### src/rtl/tmds_decoder.sv
// TMDS channel decoder: word alignment by bit slipping, control-token detection,
// 8b/10b data decode, and blanking-run based lock tracking.
module tmds_decoder #(
  parameter int RUN_LEN      = 8,
  parameter int HUNT_WINDOW  = 2048,
  parameter int LOCK_TIMEOUT = 4096
) (
  input  logic       clk_in,
  input  logic       rst_in,
  input  logic [9:0] tmds_in,
  output logic [7:0] data_out,
  output logic [1:0] control_out,
  output logic       ve_out,
  output logic       locked_out,
  output logic [3:0] slip_out
);

  localparam int RUN_W = $clog2(RUN_LEN + 1);
  localparam int WIN_W = $clog2(HUNT_WINDOW + 1);
  localparam int TO_W  = $clog2(LOCK_TIMEOUT + 1);

  localparam logic [RUN_W-1:0] RUN_MAX  = RUN_W'(RUN_LEN);
  localparam logic [RUN_W-1:0] RUN_PRE  = RUN_W'(RUN_LEN - 1);
  localparam logic [WIN_W-1:0] WIN_LAST = WIN_W'(HUNT_WINDOW - 1);
  localparam logic [TO_W-1:0]  TO_LAST  = TO_W'(LOCK_TIMEOUT - 1);

  typedef enum logic {HUNT, LOCKED} state_t;

  state_t           state;
  logic [9:0]       prev;
  logic [RUN_W-1:0] run_cnt;
  logic [WIN_W-1:0] window_cnt;
  logic [TO_W-1:0]  timeout_cnt;

  logic [19:0]      pair;
  logic [9:0]       aligned;
  logic             is_token;
  logic [1:0]       token_val;
  logic [7:0]       d_word;
  logic [7:0]       dec;
  logic             qualify;
  logic [RUN_W-1:0] run_next;

  // The aligned word straddles the previous and current raw words.
  always_comb begin
    pair    = {tmds_in, prev};
    aligned = 10'(pair >> slip_out);
  end

  always_comb begin
    is_token  = 1'b1;
    token_val = 2'd0;
    case (aligned)
      10'b1101010100: token_val = 2'd0;
      10'b0010101011: token_val = 2'd1;
      10'b0101010100: token_val = 2'd2;
      10'b1010101011: token_val = 2'd3;
      default:        is_token  = 1'b0;
    endcase
  end

  always_comb begin
    d_word = aligned[9] ? ~aligned[7:0] : aligned[7:0];
    dec    = '0;
    dec[0] = d_word[0];
    for (int i = 1; i < 8; i++) begin
      dec[i] = aligned[8] ? (d_word[i] ^ d_word[i-1]) : ~(d_word[i] ^ d_word[i-1]);
    end
  end

  // A saturated run keeps qualifying on every further token.
  always_comb begin
    qualify  = is_token && (run_cnt >= RUN_PRE);
    run_next = '0;
    if (is_token) begin
      run_next = (run_cnt == RUN_MAX) ? run_cnt : run_cnt + 1'b1;
    end
  end

  always_ff @(posedge clk_in or posedge rst_in) begin
    if (rst_in) begin
      state       <= HUNT;
      prev        <= '0;
      run_cnt     <= '0;
      window_cnt  <= '0;
      timeout_cnt <= '0;
      data_out    <= '0;
      control_out <= '0;
      ve_out      <= 1'b0;
      locked_out  <= 1'b0;
      slip_out    <= '0;
    end else begin
      prev    <= tmds_in;
      run_cnt <= run_next;

      if (is_token) begin
        data_out    <= '0;
        control_out <= token_val;
        ve_out      <= 1'b0;
      end else begin
        data_out <= dec;
        ve_out   <= locked_out;
      end

      case (state)
        HUNT: begin
          // A run on the expiry cycle wins over slipping.
          if (qualify) begin
            state       <= LOCKED;
            locked_out  <= 1'b1;
            window_cnt  <= '0;
            timeout_cnt <= '0;
          end else if (window_cnt == WIN_LAST) begin
            slip_out   <= (slip_out == 4'd9) ? 4'd0 : slip_out + 4'd1;
            window_cnt <= '0;
            run_cnt    <= '0;
          end else begin
            window_cnt <= window_cnt + 1'b1;
          end
        end
        LOCKED: begin
          if (qualify) begin
            timeout_cnt <= '0;
          end else if (timeout_cnt == TO_LAST) begin
            state       <= HUNT;
            locked_out  <= 1'b0;
            timeout_cnt <= '0;
            window_cnt  <= '0;
            run_cnt     <= '0;
          end else begin
            timeout_cnt <= timeout_cnt + 1'b1;
          end
        end
        default: begin
          state      <= HUNT;
          locked_out <= 1'b0;
        end
      endcase
    end
  end

endmodule

### config.mk
export PLATFORM = sky130hd
export DESIGN_NAME = tmds_decoder
export DESIGN_NICKNAME = d
export VERILOG_FILES = /design/src/rtl/tmds_decoder.sv
export SDC_FILE = /design/constraint.sdc
export NUM_CORES = 1
export LEC_CHECK = 0
export ABC_AREA = 1
export CORE_MARGIN = 2
export CORE_UTILIZATION = 40
export DETAILED_ROUTE_END_ITERATION = 12
export PLACE_DENSITY = 0.68
export SYNTH_ARGS = -nofsm -noshare
export SYNTH_HDL_FRONTEND = slang
export SYNTH_SLANG_ARGS = --single-unit
### constraint.sdc
create_clock -name clk_in -period 2.47 [get_ports clk_in]
set_input_delay 0.3705 -clock clk_in [delete_from_list [all_inputs] [get_ports clk_in]]
set_output_delay 0.3705 -clock clk_in [all_outputs]
set_load 0.03 [all_outputs]
==> qor_table.md <==
| Parameter | Reported |
| --- | --- |
| Result of the run | finished, violations left |
| Violations in the final reports | setup timing |
| # H-tree levels | 2 |
| Critical path's largest stage delay | 0.44 ns |
| Worst-path maximum fanout | 8 |
| Switching fraction of total power | 0.282 |
| Reported leakage power | 0.00241 uW |
| First-pass GRT wire length | 15700 um |
| Drc violations | 0 |
| Diode insertion count for antenna repair | 0 |
| Worst setup SP type | flip-flop |
| Layout area overhead | 30.0% |
| Clock transition at the registers of the reported paths | 0.11 ns |
| Worst-path cell chain | buf_12 > clkbuf_16 > nand2_1 > nand3_2 > nand3_1 > nand2_1 > a21oi_2 > ha_2 > nand4_1 > inv_2 > nand3_4 > nand2_8 > nand2_8 > buf_12 > nand2_4 > o21ai_2 |
| Number of antenna violations at the first check in global routing | 0 |
| Routed vias/inst | 5.23 |
| Core footprint | 9640 um2 |
| CTS tree | yes |
| Worst-case reg-to-reg path depth | 16 |
| Fraction of the cycle the final worst path needs | 1.01 |
| Synth Area in Compound Gates | 0.0984 |
| Internal power summed over all cells | 1270 uW |
| Final-report max-slew violation count | 0 |
| Count of hold buffers inserted by post-cts repair | 0 |
| Maximum clock frequency | 402 MHz |
| RSZ-0062 raised after global routing | true |
| Placement-stage cell area | 4490 um2 |
| Period minus WS final | 2.49 ns |
| Input/output buffers | 27 |
| Synth Net Count | 554 |
| Initial DRC Count | 182 |
| Fin Hold WS | 0.325 ns |
| I/O pin count | 28 |
| Effective utilization at floorplan | 0.405 |
| Sinks on Clock Net | 56 |
| Warnings from Yosys | 0 |
| Post-synthesis share of cell area spent on and, or, nand and nor gates | 0.371 |
| Root Driver | sky130_fd_sc_hd__clkbuf_8 |
| Clock latency on the worst-skew pair | 0.32 ns |
| Number of vias in the routed layout | 3819 |
| Final number of setup-violating endpoints | 3 |
| Clock network fraction of design power | 0.307 |
| Areal power density over the cells | 349 nW/um2 |
| Number of distinct standard cells referenced by the synthesized netlist | 42 |
| Final GP Congestion | 0.955 |
| Crit path launch | slip_out[0] |
| Power spent charging and discharging nets | 499 uW |
| Fraction of final layout cells with drive strength greater than 1 | 0.260 |
| Arrival time worst endpoint | 2.70 ns |
| Final setup margin | -0.0194 ns |
| Number of cell rows | 36 |
| TritonCTS buffer count | 5 |
| Total Wirelength | 9970 um |
| Start of the worst register-to-register path | slip_out[0] |
| Synth Register Bits | 56 |
| Setup slack, reg-to-reg | -0.02 ns |
| Largest vdd supply drop | 0.334 mV |
| Flop pwr share | 0.540 |
| Path type of the worst setup path | reg -> reg |
| Synthesized area divided by synthesized cell count | 7.37 um2 |
| Share of synthesized cell area in full adder, half adder and majority cells | 0.0385 |
| Via count of the first global-routing pass | 3521 |
| Sort of element at the end of the critical path | flip-flop |
| Share of cell area taken by muxes after synthesis | 0 |
| Dominant synthesized flop cell | sky130_fd_sc_hd__dfrtp_1 |
| Number of standard cells after synthesis | 530 |
| Antenna-violating nets left | 0 |
| Count of maximum capacitance violations | 0 |
| Share of synthesized area occupied by flip-flops and latches | 0.359 |
| Share of async-settable or async-resettable flops after synthesis | 1.00 |
| Overall die width | 103 um |
| Final hold violation count | 0 |
| Total gr overflow | 0 |
| Global-route usage over all layers | 0.185 |
| Half-perimeter wire length after detailed placement | 6940 um |
| Slowest cell on the critical path | sky130_fd_sc_hd__dfrtp_2 |
| Overall die height | 103 um |
| Post-route clock skew | 0.0131 ns |
| Drt wl/cell | 13.7 um |
| Finished Cell Area | 5070 um2 |
| DR pass1 iterations | 5 |
| Post-Synthesis Cell Area | 3900 um2 |
| Total Nets Final | 620 |
| End of the worst register-to-register path | timeout_cnt[10] |
| Fraction of synthesized cell area in xor and xnor cells | 0.0337 |
| Worst hold path type | in -> async |
| Die Outline Area | 10600 um2 |
| Worst slew margin | 0.274 |
| Transition time at the pin with the least slew margin | 1.09 ns |
| Largest family of logic cells by synthesized area | simple AND/OR/NAND/NOR gates |
| Required arrival time at the worst endpoint | 2.68 ns |
| Power share of the combinational group | 0.152 |
| Maximum number of buffers from clock root to sink | 2 |
| Pin count of the biggest net entering global routing | 31 |
| Count of flip-flops with a built-in enable after synthesis | 0 |
-- worst max-delay path, delay by kind of cell (launching register included) --
kind                       cells  cell delay [ns]
and+or+nand+nor                9             0.91
buffers and inverters          4             0.57
DFF                            1             0.44
AOI/OAI and AO/OA              2             0.26
adders and majority gates      1             0.19
-- synth_stat cells (5+ instances only) --
library cell | n | area [um2]
sky130_fd_sc_hd__a21oi_1 | 11 | 55.1
sky130_fd_sc_hd__buf_4 | 7 | 52.6
sky130_fd_sc_hd__buf_6 | 6 | 67.6
sky130_fd_sc_hd__dfrtp_1 | 56 | 1400
sky130_fd_sc_hd__ha_1 | 12 | 150
sky130_fd_sc_hd__inv_1 | 50 | 188
sky130_fd_sc_hd__nand2_1 | 152 | 571
sky130_fd_sc_hd__nand2_4 | 7 | 78.8
sky130_fd_sc_hd__nand3_1 | 77 | 385
sky130_fd_sc_hd__nand4_1 | 15 | 93.8
sky130_fd_sc_hd__nor2_1 | 33 | 124
sky130_fd_sc_hd__nor3_1 | 5 | 25.0
sky130_fd_sc_hd__o2111ai_1 | 8 | 70.1
sky130_fd_sc_hd__o211ai_1 | 5 | 37.5
sky130_fd_sc_hd__o21ai_0 | 22 | 110
sky130_fd_sc_hd__xor2_1 | 11 | 96.3
-- flip-flops by register name (all words and copies together) (netlist names) --
name,flops
slip_out,4
data_out,8
control_out,2
locked_out,1
run_cnt,4
prev,10
timeout_cnt,13
state,1
ve_out,1
window_cnt,12
-- logic make-up after synthesis --
family / Yosys count
compound gates: 59
xor+xnor: 15
fa+ha+maj: 12
buf+inv: 79
flops: 56
simple gates: 309
-- final cells by class --
type | count | area (um2)
timing repair buffer | 82 | 815
multi-input combinational | 395 | 2360
clock inverter | 3 | 25.0
tap | 133 | 166
sequential | 56 | 1410
clock buffer | 5 | 68.8
inverter | 56 | 231
fill | 914 | 4570
-- per-layer routing --
metal  vias to the layer above  global-route usage  part of all wire
li1                       1882                   -                 -
met1                      1792               0.228              0.41
met2                       113               0.339              0.52
met3                        32              0.0231             0.047
met4                         0              0.0526             0.030
met5                         -                   0                 0
-- cells in the final DEF, fill, tap and decap left out, drive strengths merged, types with 2 or more instances in the layout --
cell / synthesis / final
nand2: 163 / 163
nand3: 83 / 83
a21oi: 14 / 14
inv: 55 / 57
xor2: 11 / 11
clkinvlp: 0 / 2
dfrtp: 56 / 56
o21ai: 27 / 27
xnor2: 4 / 4
clkbuf: 3 / 9
nor4: 3 / 3
o211ai: 6 / 6
o2111ai: 8 / 8
ha: 12 / 12
or2: 3 / 3
nor3: 5 / 5
clkdlybuf4s50: 0 / 27
buf: 20 / 51
nor2: 35 / 35
nand4: 15 / 15
-- metrics by stage --
stage / power, uW / utilization / TNS [ns] / instances / setup slack [ns]
after global placement: 1220 / 0.466 / -4.78 / 705 / -0.161
after CTS: 1770 / 0.479 / -0.0299 / 716 / -0.0137
after global routing: 1850 / 0.526 / -2.34 / 730 / -0.117
final: 1770 / 0.526 / -0.0237 / 730 / -0.0194
after detailed placement: 1220 / 0.466 / -6.01 / 705 / -0.200
after floorplan: 1110 / - / 0 / 530 / 0.0211
-- repair_timing --
| item | in CTS | in global routing |
|---|---|---|
| setup buffers | 3 | 10 |
| endpoints found under the setup margin | 39 | 45 |
| resized for setup | 6 | 80 |
| cloned | 0 | 4 |
| pin swaps | 1 | 34 |
-- worst max-delay path by stage --
stage	end	slack, ns	depth (start not counted)
after floorplan	slip_out[0]	0.02	17
after global placement	timeout_cnt[7]	-0.16	15
after detailed placement	timeout_cnt[9]	-0.20	15
after CTS	window_cnt[6]	-0.01	17
after global routing	timeout_cnt[10]	-0.12	18
final	timeout_cnt[10]	-0.02	16
-- power groups by stage --
stage                     registers (uW)  clock network [uW]  logic (uW)
after floorplan                     1010                   0        94.4
after global placement               973                   0         246
after detailed placement             973                   0         248
after CTS                            955                 561         252
after global routing                 960                 595         297
final                                956                 543         270
(Power assumes the default switching activity.)
